[src/rtl/alu_sequencer_pkg.sv]
// Shared encodings for the ALU sequencer: FSM states, opcode/ext fields, ALU codes,
// branch condition codes and PSR bit layout.
package alu_sequencer_pkg;

    typedef enum logic [1:0] {
        S_FETCH,
        S_DECODE,
        S_EXECUTE,
        S_WRITEBACK
    } state_t;

    localparam logic [3:0] ALU_ADD   = 4'd0;
    localparam logic [3:0] ALU_ADDI  = 4'd1;
    localparam logic [3:0] ALU_ADDU  = 4'd2;
    localparam logic [3:0] ALU_ADDUI = 4'd3;
    localparam logic [3:0] ALU_MUL   = 4'd4;
    localparam logic [3:0] ALU_SUB   = 4'd5;
    localparam logic [3:0] ALU_SUBI  = 4'd6;
    localparam logic [3:0] ALU_CMP   = 4'd7;
    localparam logic [3:0] ALU_CMPI  = 4'd8;
    localparam logic [3:0] ALU_AND   = 4'd9;
    localparam logic [3:0] ALU_ANDI  = 4'd10;
    localparam logic [3:0] ALU_OR    = 4'd11;
    localparam logic [3:0] ALU_ORI   = 4'd12;
    localparam logic [3:0] ALU_XOR   = 4'd13;
    localparam logic [3:0] ALU_XORI  = 4'd14;

    // Immediate-form opcodes reuse the register-form ext codes.
    localparam logic [3:0] OP_REG   = 4'b0000;
    localparam logic [3:0] OP_BCOND = 4'b1100;
    localparam logic [3:0] EXT_AND  = 4'b0001;
    localparam logic [3:0] EXT_OR   = 4'b0010;
    localparam logic [3:0] EXT_XOR  = 4'b0011;
    localparam logic [3:0] EXT_ADD  = 4'b0101;
    localparam logic [3:0] EXT_ADDU = 4'b0110;
    localparam logic [3:0] EXT_SUB  = 4'b1001;
    localparam logic [3:0] EXT_CMP  = 4'b1011;
    localparam logic [3:0] EXT_MUL  = 4'b1110;

    localparam logic [3:0] COND_EQ = 4'd0;
    localparam logic [3:0] COND_NE = 4'd1;
    localparam logic [3:0] COND_CS = 4'd2;
    localparam logic [3:0] COND_CC = 4'd3;
    localparam logic [3:0] COND_HI = 4'd4;
    localparam logic [3:0] COND_LS = 4'd5;
    localparam logic [3:0] COND_GT = 4'd6;
    localparam logic [3:0] COND_LE = 4'd7;
    localparam logic [3:0] COND_FS = 4'd8;
    localparam logic [3:0] COND_FC = 4'd9;
    localparam logic [3:0] COND_LO = 4'd10;
    localparam logic [3:0] COND_HS = 4'd11;
    localparam logic [3:0] COND_LT = 4'd12;
    localparam logic [3:0] COND_GE = 4'd13;
    localparam logic [3:0] COND_UC = 4'd14;

    // PSR layout is {L,C,Z,N,F}.
    localparam int PSR_L = 4;
    localparam int PSR_C = 3;
    localparam int PSR_Z = 2;
    localparam int PSR_N = 1;
    localparam int PSR_F = 0;

    localparam logic [4:0] MASK_CF  = 5'b01001;
    localparam logic [4:0] MASK_C   = 5'b01000;
    localparam logic [4:0] MASK_LZN = 5'b10110;

    // PSR bits that an ALU operation is allowed to overwrite.
    function automatic logic [4:0] psr_mask(input logic [3:0] code);
        logic [4:0] m;
        m = 5'b00000;
        case (code)
            ALU_ADD, ALU_ADDI, ALU_SUB, ALU_SUBI: m = MASK_CF;
            ALU_ADDU, ALU_ADDUI:                  m = MASK_C;
            ALU_CMP, ALU_CMPI:                    m = MASK_LZN;
            default:                              m = 5'b00000;
        endcase
        return m;
    endfunction

endpackage

[src/rtl/branch_cond_eval.sv]
// Combinational evaluation of a branch condition code against the current PSR.
module branch_cond_eval
    import alu_sequencer_pkg::*;
(
    input  logic [3:0] cond,
    input  logic [4:0] psr,
    output logic       taken
);

    logic l, c, z, n, f;

    assign l = psr[PSR_L];
    assign c = psr[PSR_C];
    assign z = psr[PSR_Z];
    assign n = psr[PSR_N];
    assign f = psr[PSR_F];

    always_comb begin
        taken = 1'b0;
        case (cond)
            COND_EQ: taken = z;
            COND_NE: taken = !z;
            COND_CS: taken = c;
            COND_CC: taken = !c;
            COND_HI: taken = l;
            COND_LS: taken = !l;
            COND_GT: taken = n;
            COND_LE: taken = !n;
            COND_FS: taken = f;
            COND_FC: taken = !f;
            COND_LO: taken = !l && !z;
            COND_HS: taken = l || z;
            COND_LT: taken = !n && !z;
            COND_GE: taken = n || z;
            COND_UC: taken = 1'b1;
            default: taken = 1'b0;
        endcase
    end

endmodule

[src/rtl/alu_sequencer.sv]
// Fetch/decode/execute/writeback controller driving an external 16-bit ALU and register file.
module alu_sequencer
    import alu_sequencer_pkg::*;
#(
    parameter int WIDTH   = 16,
    parameter int REGBITS = 4
) (
    input  logic               clk,
    input  logic               reset,
    output logic               imem_req,
    output logic [WIDTH-1:0]   imem_addr,
    input  logic               imem_ack,
    input  logic [15:0]        imem_rdata,
    output logic [REGBITS-1:0] rf_raddr1,
    output logic [REGBITS-1:0] rf_raddr2,
    input  logic [WIDTH-1:0]   rf_rdata1,
    input  logic [WIDTH-1:0]   rf_rdata2,
    output logic [WIDTH-1:0]   alu_a,
    output logic [WIDTH-1:0]   alu_b,
    output logic [3:0]         alu_op,
    input  logic [WIDTH-1:0]   alu_result,
    input  logic [4:0]         alu_flags,
    output logic               rf_we,
    output logic [REGBITS-1:0] rf_waddr,
    output logic [WIDTH-1:0]   rf_wdata,
    output logic [4:0]         psr,
    output logic [WIDTH-1:0]   pc,
    output logic               illegal
);

    state_t           state;
    logic [15:0]      ir;
    logic [WIDTH-1:0] ex_a, ex_b, res_hold;
    logic [3:0]       ex_code;
    logic             ex_write, ex_branch;
    logic [4:0]       ex_mask, flags_hold;

    logic [3:0]       op, ext;
    logic [WIDTH-1:0] imm_sx, imm_zx;
    logic [3:0]       dec_code;
    logic [WIDTH-1:0] dec_a, dec_b;
    logic             dec_write, dec_branch, dec_illegal;
    logic             br_taken;

    assign op     = ir[15:12];
    assign ext    = ir[7:4];
    assign imm_sx = {{(WIDTH-8){ir[7]}}, ir[7:0]};
    assign imm_zx = {{(WIDTH-8){1'b0}}, ir[7:0]};

    branch_cond_eval u_cond (
        .cond  (ir[11:8]),
        .psr   (psr),
        .taken (br_taken)
    );

    // Immediate forms feed the immediate on A and Rdest on B.
    always_comb begin
        dec_code    = ALU_ADD;
        dec_a       = '0;
        dec_b       = '0;
        dec_write   = 1'b0;
        dec_branch  = 1'b0;
        dec_illegal = 1'b0;
        case (op)
            OP_REG: begin
                dec_a     = rf_rdata1;
                dec_b     = rf_rdata2;
                dec_write = 1'b1;
                case (ext)
                    EXT_AND:  dec_code = ALU_AND;
                    EXT_OR:   dec_code = ALU_OR;
                    EXT_XOR:  dec_code = ALU_XOR;
                    EXT_ADD:  dec_code = ALU_ADD;
                    EXT_ADDU: dec_code = ALU_ADDU;
                    EXT_SUB:  dec_code = ALU_SUB;
                    EXT_MUL:  dec_code = ALU_MUL;
                    EXT_CMP: begin
                        dec_code  = ALU_CMP;
                        dec_write = 1'b0;
                    end
                    default: begin
                        dec_illegal = 1'b1;
                        dec_write   = 1'b0;
                        dec_a       = '0;
                        dec_b       = '0;
                    end
                endcase
            end
            EXT_AND:  begin dec_code = ALU_ANDI;  dec_a = imm_zx; dec_b = rf_rdata1; dec_write = 1'b1; end
            EXT_OR:   begin dec_code = ALU_ORI;   dec_a = imm_zx; dec_b = rf_rdata1; dec_write = 1'b1; end
            EXT_XOR:  begin dec_code = ALU_XORI;  dec_a = imm_zx; dec_b = rf_rdata1; dec_write = 1'b1; end
            EXT_ADD:  begin dec_code = ALU_ADDI;  dec_a = imm_sx; dec_b = rf_rdata1; dec_write = 1'b1; end
            EXT_ADDU: begin dec_code = ALU_ADDUI; dec_a = imm_zx; dec_b = rf_rdata1; dec_write = 1'b1; end
            EXT_SUB:  begin dec_code = ALU_SUBI;  dec_a = imm_sx; dec_b = rf_rdata1; dec_write = 1'b1; end
            EXT_CMP:  begin dec_code = ALU_CMPI;  dec_a = imm_sx; dec_b = rf_rdata1; end
            OP_BCOND: dec_branch = 1'b1;
            default:  dec_illegal = 1'b1;
        endcase
    end

    always_ff @(posedge clk) begin
        if (reset) begin
            state      <= S_FETCH;
            pc         <= '0;
            psr        <= '0;
            ir         <= '0;
            illegal    <= 1'b0;
            ex_a       <= '0;
            ex_b       <= '0;
            ex_code    <= '0;
            ex_write   <= 1'b0;
            ex_branch  <= 1'b0;
            ex_mask    <= '0;
            res_hold   <= '0;
            flags_hold <= '0;
        end else begin
            illegal <= 1'b0;
            case (state)
                S_FETCH: begin
                    if (imem_ack) begin
                        ir    <= imem_rdata;
                        state <= S_DECODE;
                    end
                end
                S_DECODE: begin
                    ex_a      <= dec_a;
                    ex_b      <= dec_b;
                    ex_code   <= dec_code;
                    ex_write  <= dec_write;
                    ex_branch <= dec_branch;
                    // Branches and illegal words carry no ALU code, so they must not touch the PSR.
                    ex_mask   <= (dec_branch || dec_illegal) ? 5'b00000 : psr_mask(dec_code);
                    illegal   <= dec_illegal;
                    state     <= S_EXECUTE;
                end
                S_EXECUTE: begin
                    res_hold   <= alu_result;
                    flags_hold <= alu_flags;
                    state      <= S_WRITEBACK;
                end
                S_WRITEBACK: begin
                    psr   <= (psr & ~ex_mask) | (flags_hold & ex_mask);
                    pc    <= (ex_branch && br_taken) ? pc + imm_sx : pc + WIDTH'(1);
                    state <= S_FETCH;
                end
                default: state <= S_FETCH;
            endcase
        end
    end

    always_comb begin
        imem_req  = 1'b0;
        imem_addr = '0;
        rf_raddr1 = '0;
        rf_raddr2 = '0;
        alu_a     = '0;
        alu_b     = '0;
        alu_op    = '0;
        rf_we     = 1'b0;
        rf_waddr  = '0;
        rf_wdata  = '0;
        case (state)
            S_FETCH: begin
                imem_req  = !reset;
                imem_addr = pc;
            end
            S_DECODE: begin
                rf_raddr1 = REGBITS'(ir[11:8]);
                rf_raddr2 = REGBITS'(ir[3:0]);
            end
            S_EXECUTE: begin
                alu_a  = ex_a;
                alu_b  = ex_b;
                alu_op = ex_code;
            end
            S_WRITEBACK: begin
                rf_we    = ex_write && !reset;
                rf_waddr = REGBITS'(ir[11:8]);
                rf_wdata = res_hold;
            end
            default: ;
        endcase
    end

endmodule

[config.mk]
export PLATFORM = sky130hd
export DESIGN_NAME = alu_sequencer
export DESIGN_NICKNAME = d
export VERILOG_FILES = /design/src/rtl/alu_sequencer_pkg.sv /design/src/rtl/branch_cond_eval.sv /design/src/rtl/alu_sequencer.sv
export SDC_FILE = /design/constraint.sdc
export NUM_CORES = 1
export LEC_CHECK = 0
export ABC_AREA = 1
export CAP_MARGIN = 10
export CORE_MARGIN = 5
export CORE_UTILIZATION = 43
export DETAILED_ROUTE_END_ITERATION = 8
export PLACE_DENSITY = 0.73
export RECOVER_POWER = 25
export REMOVE_ABC_BUFFERS = 1
export SYNTH_ARGS = -nofsm -noshare
export SYNTH_HDL_FRONTEND = slang
export SYNTH_SLANG_ARGS = --single-unit
[constraint.sdc]
create_clock -name clk -period 2.9 [get_ports clk]
set_clock_uncertainty 0.1 [all_clocks]
set_input_delay 0.435 -clock clk [delete_from_list [all_inputs] [get_ports clk]]
set_output_delay 0.435 -clock clk [all_outputs]
set_load 0.01 [all_outputs]
==> results.yml, run 1 <==
clock_tree:
  path_clk_slew_ns: 0.07
  clk_latency_ns: 0.34
  cts_made_buffers: 9
  cts_tree: "yes"
  h-tree-depth: 3
  cts_buffer_depth: 2
  cts-hold-fix-buffers: 0
  cts-root-buf: "clkbuf_16"
  cts.sinks: 102
die:
  die_area_um2: 16000
  rows: 42
  die_y_um: 127
  ios: 176
  die_x_um: 127
  core_um2: 13300
  initial_core_util_pct: 44.0
run_status:
  status: "completed"
placed_design:
  place_area_um2: 8020
  hpwl_um: 12500
  post-place-cells: 1274
  pre_cts_slack_ns: -0.148
  gp_congestion: 0.875
  port_buffers: 175
global_route:
  grt_usage_pct: 20.9
  grt_first_pass_wirelength_um: 28200
  grt_max_degree: 75
  antenna_found_initial: 0
  grt_pass1_vias: 5809
  gr-total-overflow: 0
final_layout:
  drive_above_1_share_pct: 12.4
  final-seq-area_um2: 2060
  final_util_pct: 64.6
  final_cell_area_um2: 8590
  antennaDiodeCount: 0
  nNetsFinal: 1206
  multi_input_area_um2: 3270
  area_delta_synth_final_pct: 47.0
  layoutNonFillerInstCount: 1291
  fillCellCount: 1234
run:
  maxCapViolCount: 0
critical_path:
  critPathMaxFanout: 6
  worst_path_max_delay_cell: "dfxtp_4"
  worst_path_largest_cell_delay_ns: 0.36
  cp.required_ns: 3.04
  cpMostUsedCell: "nand2_2"
  critPathKind: "flip-flop to flip-flop"
  cp_data_arrival_time_ns: 2.97
  end_kind: "flip-flop"
  cp-start-kind: "flip-flop"
yosys:
  yosys_warnings: 0
  yosysSeqAreaShare_pct: 34.9
  synth_ff_type: "dfxtp_1"
  ys_ff_latch: 102
  synth_cells: 918
  syn_area_per_cell_um2: 6.37
  synth_area_um2: 5840
  yosysUniqueCellTypes: 36
  synth_edf_count: 0
  ys_async_sr_fraction_pct: 0
power:
  ir_worst_vdd_uv: 462
  p_leak_nw: 4.25
  p_per_area_nw_per_um2: 705
  finalPower_mw: 6.06
sta:
  setup_viol: 0
  tightestPinTransition_ns: 0.732
  fin_crit_sh_pct: 97.6
  setup_ws_ns: 0.0683
  hold_violations: 0
  fin_setup_tns_ns: 0
  hold_slack_ns: 0.369
  rsz0062_at_grt: "yes"
  drv_slew: 0
  max_freq_mhz: 353
  min_period_ns: 2.83
  slew_headroom_pct: 50.7
detailed_routing:
  drt_iter0_drc: 322
  ant_nets: 0
  vias: 6265
  firstDrtPassIters: 5
  wl_per_cell_um: 13.4
  drc: 0
  viasPerCell: 4.85
  totalWireLength_um: 17300
worst_hold_path:
  hp-class: "flip-flop to flip-flop"
[synthesized netlist by cell type, types with 2 or more instances]
cell type | count | area, um2
a31oi_1 | 6 | 37.5
nand4_1 | 8 | 50.1
nor2_1 | 120 | 450
buf_4 | 4 | 30.0
inv_2 | 3 | 11.3
o21ai_1 | 2 | 10.0
o211ai_1 | 8 | 60.1
ha_1 | 22 | 275
xnor2_1 | 4 | 35.0
nor3_2 | 2 | 20.0
nand2_1 | 190 | 713
dfxtp_1 | 102 | 2040
buf_2 | 4 | 20.0
clkbuf_1 | 33 | 124
o21ai_0 | 96 | 480
xor2_1 | 5 | 43.8
buf_1 | 3 | 11.3
buf_6 | 4 | 45.0
inv_1 | 149 | 559
nand3_1 | 45 | 225
a21o_1 | 2 | 15.0
nor3_1 | 5 | 25.0
a21oi_1 | 88 | 440
[metal layers]
| metal | vias up | GRT usage (%) | share of wire (%) | wire [um] |
|---|---|---|---|---|
| met1 | 2825 | 27.9 | 45 | 7820 |
| met4 | 0 | 4.73 | 0.65 | 112 |
| li1 | 3281 | - | - | - |
| met3 | 9 | 4.04 | 5.2 | 895 |
| met5 | - | 0 | 0 | 0 |
| met2 | 150 | 34.9 | 49 | 8500 |
[final timing paths]
kind,from,end,slack [ns],depth (start not counted)
hold reg to reg,ex_a[14],ex_a[14],0.37,2
setup / recovery,ir[9],pc[13],0.07,25
hold / removal,ex_a[14],ex_a[14],0.37,2
setup reg to reg,ir[9],pc[13],0.07,25
[flip-flops by register name, summed over array words and instances, names as in the netlist, named ones only]
signal and flops:
state 2, res_hold 16, ex_a 16, ex_b 16, ex_branch 1, illegal 1, flags_hold 5, ex_mask 3
ex_write 1, pc 16, ex_code 4, ir 16
[report_power, final]
part	internal, mW	switching (mW)	total (mW)
clock	0.602	0.511	1.11
sequential	1.82	0.295	2.11
combinational	1.14	1.69	2.83
[worst max-delay path: cells and delay by family (launching register included)]
kind | cells | cell delay, ns
and+or+nand+nor | 18 | 1.35
DFF | 1 | 0.36
AOI/OAI and AO/OA | 2 | 0.30
adders and majority gates | 1 | 0.19
buffers and inverters | 4 | 0.42
[layout make-up]
class / count / share of cell area, %
sequential: 102 / 23.9
timing repair buffer: 230 / 25.5
tap: 176 / 2.56
clock inverter: 3 / 0.248
clock buffer: 12 / 2.87
inverter: 153 / 6.83
multi-input combinational: 615 / 38.1
[cell usage in the layout, fill, tap and decap left out, types with 2 or more instances in the layout]
| master | instances |
|---|---|
| nand2_1 | 175 |
| ha_2 | 5 |
| o211ai_1 | 8 |
| nor2_2 | 6 |
| dfxtp_1 | 98 |
| dlygate4sd3_1 | 11 |
| clkdlybuf4s50_1 | 164 |
| a21oi_2 | 6 |
| nand2_2 | 16 |
| nand4_1 | 8 |
| clkbuf_1 | 2 |
| o21ai_1 | 6 |
| a21o_1 | 2 |
| nand3_1 | 40 |
| xor2_1 | 5 |
| nor3_1 | 5 |
| nor3_2 | 2 |
| nand3_4 | 2 |
| nand3_2 | 4 |
| inv_1 | 143 |
| dfxtp_4 | 4 |
| inv_2 | 6 |
| a31oi_1 | 6 |
| ha_1 | 7 |
| inv_4 | 2 |
| a21oi_1 | 82 |
| clkbuf_16 | 9 |
| xnor2_1 | 4 |
| buf_6 | 4 |
| ha_4 | 10 |
| o21ai_0 | 91 |
| nor2_1 | 114 |
| buf_4 | 48 |
[logic make-up (layout without fill, tap and decap cells)]
kind of cell,after synthesis,count (layout),synth area share [%]
AND/OR/NAND/NOR,378,378,26.7
AO/OA/AOI/OAI,205,205,18.2
buffers and inverters,201,398,13.8
flip-flops,102,102,34.9
adder cells (fa/ha/maj),23,23,5.05
XOR/XNOR,9,9,1.35
[what timing repair did]
| action | 4_1_cts | 5_1_grt |
|---|---|---|
| hold endpoints to repair | 0 | 0 |
| gates resized for setup | 16 | 66 |
| pin swaps | 2 | 21 |
| endpoints found under the setup margin | 10 | 12 |
| setup buffers | 0 | 2 |
No activity file was read; power rests on OpenSTA's default activity.
==> run 2, diff against run 1 <==
- CAP_MARGIN: 10 -> default
==> results of run 2 <==
Same layout as run 1: the final DEF is identical, and so are final timing and power.
==> run 3, diff against run 2 <==
- SLEW_MARGIN: default -> 20
==> results of run 3 <==
Same layout as run 1: the final DEF is identical, and so are final timing and power.
